<file path="src/rtl/fml_arbiter.sv">
`default_nettype none
// ============================================================================
// fml_arbiter: N-port FML burst arbiter (round-robin or fixed priority) in
// front of a single FML slave; steers write bursts, broadcasts read data.
// Rev 1.0
// ============================================================================
module fml_arbiter #(
    parameter int NPORTS = 4,
    parameter int ADR_W  = 26,
    parameter int DW     = 32,
    parameter int BL     = 4,
    parameter int RR     = 1
) (
    input  logic                      sys_clk,
    input  logic                      sys_rst_n,
    input  logic [NPORTS*ADR_W-1:0]   m_adr,
    input  logic [NPORTS-1:0]         m_stb,
    input  logic [NPORTS-1:0]         m_we,
    input  logic [NPORTS*DW/8-1:0]    m_sel,
    input  logic [NPORTS*DW-1:0]      m_di,
    output logic [NPORTS-1:0]         m_eack,
    output logic [DW-1:0]             m_do,
    output logic [ADR_W-1:0]          s_adr,
    output logic                      s_stb,
    output logic                      s_we,
    output logic [DW/8-1:0]           s_sel,
    output logic [DW-1:0]             s_di,
    input  logic                      s_eack,
    input  logic [DW-1:0]             s_do,
    output logic                      busy
);
    localparam int GW = (NPORTS > 1) ? $clog2(NPORTS) : 1;
    localparam int CW = $clog2(BL + 1);
    localparam int SW = DW / 8;
    localparam logic [GW-1:0] LAST_RST = GW'(NPORTS - 1);
    localparam logic [CW-1:0] BL_CNT   = CW'(BL);

    typedef enum logic [0:0] {
        S_IDLE    = 1'b0,
        S_GRANTED = 1'b1
    } state_t;

    state_t          state_q, state_d;
    logic [GW-1:0]   grant_q, grant_d;
    logic [GW-1:0]   last_q,  last_d;
    logic [GW-1:0]   wsel_q,  wsel_d;
    logic [CW-1:0]   wcnt_q,  wcnt_d;
    logic [GW-1:0]   winner;
    logic [GW-1:0]   cand;

    logic [ADR_W-1:0] adr_a [NPORTS];
    logic [DW-1:0]    di_a  [NPORTS];
    logic [SW-1:0]    sel_a [NPORTS];

    for (genvar i = 0; i < NPORTS; i++) begin : g_unpack
        assign adr_a[i] = m_adr[i*ADR_W +: ADR_W];
        assign di_a[i]  = m_di[i*DW +: DW];
        assign sel_a[i] = m_sel[i*SW +: SW];
    end

    // Scan candidates from lowest to highest search rank; the last hit is
    // overwritten by any better-ranked one, leaving the first in order.
    always_comb begin
        winner = '0;
        cand   = '0;
        for (int k = NPORTS - 1; k >= 0; k--) begin
            cand = (RR != 0) ? GW'((int'(last_q) + 1 + k) % NPORTS) : GW'(k);
            if (m_stb[cand]) begin
                winner = cand;
            end
        end
    end

    always_comb begin
        state_d = state_q;
        grant_d = grant_q;
        last_d  = last_q;
        wsel_d  = wsel_q;
        wcnt_d  = (wcnt_q != '0) ? wcnt_q - 1'b1 : wcnt_q;
        s_stb   = 1'b0;
        m_eack  = '0;
        case (state_q)
            S_IDLE: begin
                if (|m_stb) begin
                    grant_d = winner;
                    state_d = S_GRANTED;
                end
            end
            S_GRANTED: begin
                s_stb = m_stb[grant_q];
                if (!m_stb[grant_q]) begin
                    state_d = S_IDLE;
                end else if (s_eack) begin
                    m_eack[grant_q] = 1'b1;
                    last_d          = grant_q;
                    state_d         = S_IDLE;
                    if (m_we[grant_q]) begin
                        wsel_d = grant_q;
                        wcnt_d = BL_CNT;
                    end
                end
            end
            default: state_d = S_IDLE;
        endcase
    end

    // Write data follows wsel only, so a new grant cannot disturb a burst.
    assign s_adr = adr_a[grant_q];
    assign s_we  = m_we[grant_q];
    assign s_di  = (wcnt_q != '0) ? di_a[wsel_q]  : '0;
    assign s_sel = (wcnt_q != '0) ? sel_a[wsel_q] : '0;
    assign m_do  = s_do;
    assign busy  = (state_q == S_GRANTED) | (wcnt_q != '0);

    always_ff @(posedge sys_clk or negedge sys_rst_n) begin
        if (!sys_rst_n) begin
            state_q <= S_IDLE;
            grant_q <= '0;
            last_q  <= LAST_RST;
            wsel_q  <= '0;
            wcnt_q  <= '0;
        end else begin
            state_q <= state_d;
            grant_q <= grant_d;
            last_q  <= last_d;
            wsel_q  <= wsel_d;
            wcnt_q  <= wcnt_d;
        end
    end
endmodule
`default_nettype wire

</file>
<file path="config.mk">
export PLATFORM = sky130hd
export DESIGN_NAME = fml_arbiter
export DESIGN_NICKNAME = d
export VERILOG_FILES = /design/src/rtl/fml_arbiter.sv
export SDC_FILE = /design/constraint.sdc
export NUM_CORES = 1
export LEC_CHECK = 0
export ABC_CLOCK_PERIOD_IN_PS = 4050
export CAP_MARGIN = 20
export CORE_AREA = 4 4 149 151
export CTS_CLUSTER_DIAMETER = 40
export DETAILED_ROUTE_END_ITERATION = 6
export DIE_AREA = 0 0 153 155
export SLEW_MARGIN = 20
export SYNTH_ARGS = -nofsm -noshare
export SYNTH_HDL_FRONTEND = slang
export SYNTH_SLANG_ARGS = --single-unit
</file>
<file path="constraint.sdc">
create_clock -name sys_clk -period 4.05 [get_ports sys_clk]
set_clock_uncertainty 0.15 [all_clocks]
set_input_delay 0.405 -clock sys_clk [delete_from_list [all_inputs] [get_ports sys_clk]]
set_output_delay 0.405 -clock sys_clk [all_outputs]
set_load 0.1 [all_outputs]
</file>
After elaboration in Yosys (flattened, before gate mapping). Index checks and enable logic that the tools add are counted.

Input port bits: 291. Output and inout port bits: 101. Logic and storage cells: 70. Register bits after elaboration: 10.

Bitwise operators: 4. Reductions and logical operators: 6. Magnitude comparators: 8. Add/sub/neg operators: 5. Muxes and demuxes: 42.

Operator list (count): 32-bit 2-to-1 mux (3); 32-bit binary-select mux with 2-bit select (1); 26-bit binary-select mux with 2-bit select (1); 26-bit 2-to-1 mux (2); 4-bit 2-to-1 mux (6); 2-bit by 3-bit < comparator with 1-bit output, second input constant (5); 3-bit 2-to-1 mux (5); 1-bit binary-select mux with 2-bit select (6); 1-bit 2-to-1 mux (11); 4-bit binary-select mux with 2-bit select (1); 2-bit 2-to-1 mux (4); 3-bit greater-or-equal comparator, second input constant (2); 2-bit inverter with 3-bit output (2); 2-bit by 1-bit adder with 2-bit output, second input constant (2); 2-bit adder, second input constant (2); 4-bit AND reduction (1); 4-bit OR reduction (1); 3-bit AND reduction (1); 3-bit nonzero test (1); 3-bit by 1-bit subtractor with 3-bit output, second input constant (1); 1-bit demux with 2-bit select (1); 2-bit by 1-bit greater-or-equal comparator with 1-bit output, second input constant (1); 1-bit case mux with 2 select lines (1); 2-bit AND reduction (1); other kinds (3) (3).

Logic depth before layout (Yosys ltp).
Depth in word-level cells: 8. Mapped depth: 7.

Least setup slack after synthesis. Ideal clock, no wire load.

Path type: flip-flop to output port. Start point: reg grant_q[1]. End point: out m_eack[1]. Data arrival time: 2792 ps. Cell stages (with the launch flop): 4. Data required time: 3495 ps. Path slack: 703 ps. Cells stage by stage: dfrtp_1 > buf_4 > clkbuf_1 > nor3_1.

Longest elaborated chain between the ends: 7.

Ends and longest elaborated chain: from (decl) (line 44) `logic [GW-1:0] grant_q, grant_d;`; from (signal assigned) (line 124) `grant_q <= grant_d;`; 2-bit by 3-bit < comparator with 1-bit output (implied by the code) / 2-bit by 1-bit greater-or-equal comparator with 1-bit output (equally long branches) (line 94) `m_eack[grant_q] = 1'b1;`; 1-bit logical AND (implied by the code) (line 94); 1-bit 2-to-1 mux (implied by the code) (line 94); 1-bit demux with 2-bit select (line 94); 4-bit 2-to-1 mux (line 93) `end else if (s_eack) begin`; 4-bit 2-to-1 mux (*) (line 91) `if (!m_stb[grant_q]) begin`; 4-bit 2-to-1 mux (*) (line 82) `case (state_q)`; to (decl) (line 21) `output logic [NPORTS-1:0] m_eack,`.

Every way passes the cells marked *; elsewhere a longest branch is shown, timed or not. The select of a mux whose other input is x is not followed.

Worst setup path after layout.
Start point: in m_sel[15]. End point: out s_sel[3].

Longest elaborated chain between the ends: 4.

Ends and longest elaborated chain: from (decl) (line 19) `input logic [NPORTS*DW/8-1:0] m_sel,`; 4-bit binary-select mux with 2-bit select (line 111) `assign s_sel = (wcnt_q != '0) ? sel_a[wsel_q] : '0;`; 4-bit 2-to-1 mux (implied by the code) (2 in a row) (line 111); 4-bit 2-to-1 mux (line 111); to (decl) (line 26) `output logic [DW/8-1:0] s_sel,`.

No other way between the ends. The select of a mux whose other input is x is not followed.

==> impl_metrics.tcl <==
set metrics [dict create \
    drcViolationCount 0 \
    worst-setup-path-type "in -> out" \
    std_cell_rows 53 \
    yosys.cell_types.count 35 \
    grt_first_pass_wirelength_um 23500 \
    place.gp.congestion 0.9126 \
    yosys_warnings 0 \
    clk_pin_slew_worst_paths_ns 0.04 \
    postSynth.asyncResetShare 1.000 \
    synth_most_common_cell "mux4_2" \
    grt_max_degree 38 \
    cts-root-buf "clkbuf_16" \
    synthFlopType "dfrtp_1" \
    tns_ns 0 \
    synthAdderAreaFrac 0.009524 \
    pre_cts_ws_ns 1.111 \
    start_util 0.1262 \
    synth_commonest_cells "mux4_2, nor2b_1, buf_4" \
    synth-compound-area-share 0.03810 \
    synthCells 214 \
    reg2reg_from "grant_q[0]$_DFFE_PN0P_" \
    diodes 0 \
    drive_above_1_share 0.2992 \
    end_kind "output pin" \
    r2r_slack_ns 1.73 \
    antenna_found_initial 1 \
    worstPathArrival_ns 2.40 \
    die_h_um 155 \
    wl_um 16690 \
    yosys.area_share.xor_xnor 0.003333 \
    power_density_nw_per_um2 992.7 \
    synth_top_family_by_area "multiplexers" \
    status "finished, final reports clean" \
    cpMostUsedCell "clkdlybuf4s50_1" \
    finalSetupViolations 0 \
    synthMuxAreaShare 0.5752 \
    cp.required_ns 3.49 \
    synth_fp_nets 507 \
    pin_count 392 \
    first_iter_violations 118 \
    synth_top_area_cell "mux4_2" \
    portBuffers 327 \
    highest_layer "met5" \
    clock_sinks 10 \
    coreArea_um2 20820 \
    netlist.area_leader.share 0.5400 \
    clockBufferDepth 2 \
    power_mw 5.799 \
    cts_tree "yes" \
    synth.area.top_cells "mux4_2, buf_4, nor2b_1, dfrtp_1, dfstp_2" \
    period_needed_ns 2.957 \
    leakage_nw 2.191 \
    synth_area_um2 2628 \
    die_area_um2 23720 \
    vdd_drop_max_mv 0.4379 \
    dr_wl_met3_um 1539 \
    hold_path_class "in -> async" \
    htree_levels 1 \
    nNetsFinal 792 \
    hpwlAfterDp_um 15100 \
    worst_path_largest_cell_delay_ns 0.98 \
    hold_viol 0 \
    first_global_vias 3693 \
    postRouteAntennaNets 0 \
    reg2regPathDepth 3 \
    yosysSeqAreaShare 0.09619 \
    fin_crit_sh 0.7302 \
    layout_setup_ws_ns 1.093 \
    clkLatencyLatePin_ns 0.23 \
    slew_viol_final 0 \
    synth_edf_count 0 \
    postCtsSetupBuffers 0 \
    final_core_util 0.2806 \
    hold_buffers 0 \
    rr_endpoint "wsel_q[0]$_DFFE_PN0P_" \
    cp_slowest_cell "clkdlybuf4s50_1" \
    synth-simple-area-share 0.1329 \
    drtPass1Iterations 4 \
    crit_chain "clkdlybuf4s50_1 -> mux4_2 -> nor2b_1 -> clkdlybuf4s50_1" \
    via_count 3205 \
    worst-slew-pin-transition_ns 0.9929 \
    syn_to_final_growth_pct 122.3 \
    relSlewSlack 0.3360 \
    grtUsageTotal 0.1294 \
    dr_wl_met2_um 9261 \
    startpoint_type "input pin" \
    syn_area_per_cell_um2 12.28 \
    drv_cap 0 \
    ys_ff_latch 10 \
    numCtsBuffers 3 \
    die_width_um 153 \
    drt-vias-per-instance 4.146 \
    wl_met1_um 5635 \
    maxClockFrequency_mhz 338.2 \
    rsz0062_at_grt "no" \
    cts_resized 0 \
    overflow 0 \
    routedWlPerCell_um 21.58 \
    crit_path_max_fanout 1 \
]
-- where the power goes --
group	switching, mW	total [mW]	leakage (nW)	internal (mW)
logic	3.86	5.35	2.04	1.49
clock network	0.0400	0.171	0.0382	0.131
registers	0.112	0.273	0.113	0.161
total	4.01	5.80	2.19	1.79
-- cell type report --
type | instances | area [um^2]
Tap cell | 275 | 344.1
Multi-Input combinational cell | 147 | 2002
Sequential cell | 10 | 255.2
Timing Repair Buffer | 332 | 3143
Inverter | 5 | 18.77
Fill cell | 2162 | 14980
Clock buffer | 4 | 78.83
-- metal layers --
| metal | track usage | up-vias |
|---|---|---|
| met4 | 0.01867 | 2 |
| met3 | 0.04228 | 12 |
| met2 | 0.2628 | 254 |
| met5 | 0 | - |
| met1 | 0.1301 | 1555 |
| li1 | - | 1382 |
-- state kept, by name, indices dropped and copies added, names as in the netlist --
| signal | flops |
|---|---|
| grant_q | 2 |
| state_q | 1 |
| wsel_q | 2 |
| last_q | 2 |
| wcnt_q | 3 |
-- worst max-delay path, delay by kind of cell --
| family | cells | cell delay, ns |
|---|---|---|
| buf+inv | 2 | 1.38 |
| simple gates | 1 | 0.14 |
| mux | 1 | 0.47 |
-- metrics by stage --
step,hold slack (ns),cells,area [um^2]
final,0.3369,773,5842
after global routing,0.3788,773,5842
after CTS,0.3550,773,5842
after detailed placement,0.3700,769,5763
after global placement,0.3694,769,5763
after floorplan,-0.04059,214,2628
-- logic make-up (layout without fill, tap and decap cells) --
logic type	after synthesis	count (layout)
muxes	71	71
and+or+nand+nor	59	59
buffers and inverters	57	341
AOI/OAI and AO/OA	14	14
DFF	10	10
adders and majority gates	2	2
xor gates and xnor gates	1	1
-- how the worst max path moves through the flow --
stage / cells past startpoint / to / from / slack [ns]
finish: 4 / s_sel[3] / m_sel[15] / 1.09
floorplan: 3 / m_eack[1] / grant_q[1]$_DFFE_PN0P_ / 0.70
detailed placement: 4 / s_sel[3] / m_sel[15] / 1.11
global route: 3 / s_adr[23] / grant_q[0]$_DFFE_PN0P_ / 1.05
global placement: 4 / s_sel[3] / m_sel[15] / 1.12
CTS: 4 / s_sel[3] / m_sel[15] / 1.09
-- placed cells by master (no fill, tap or decap), drive strengths merged, types with 2 or more instances in the layout --
| master | n |
|---|---|
| clkbuf | 4 |
| buf | 72 |
| nor3 | 2 |
| and2 | 4 |
| a21o | 2 |
| clkdlybuf4s50 | 260 |
| dfstp | 2 |
| o21ai | 4 |
| ha | 2 |
| mux2 | 4 |
| inv | 5 |
| mux4 | 63 |
| nor2 | 6 |
| a21oi | 2 |
| nand2 | 6 |
| mux2i | 4 |
| nor2b | 37 |
| dfrtp | 8 |
| nand2b | 2 |
No activity file was read; power rests on OpenSTA's default activity.
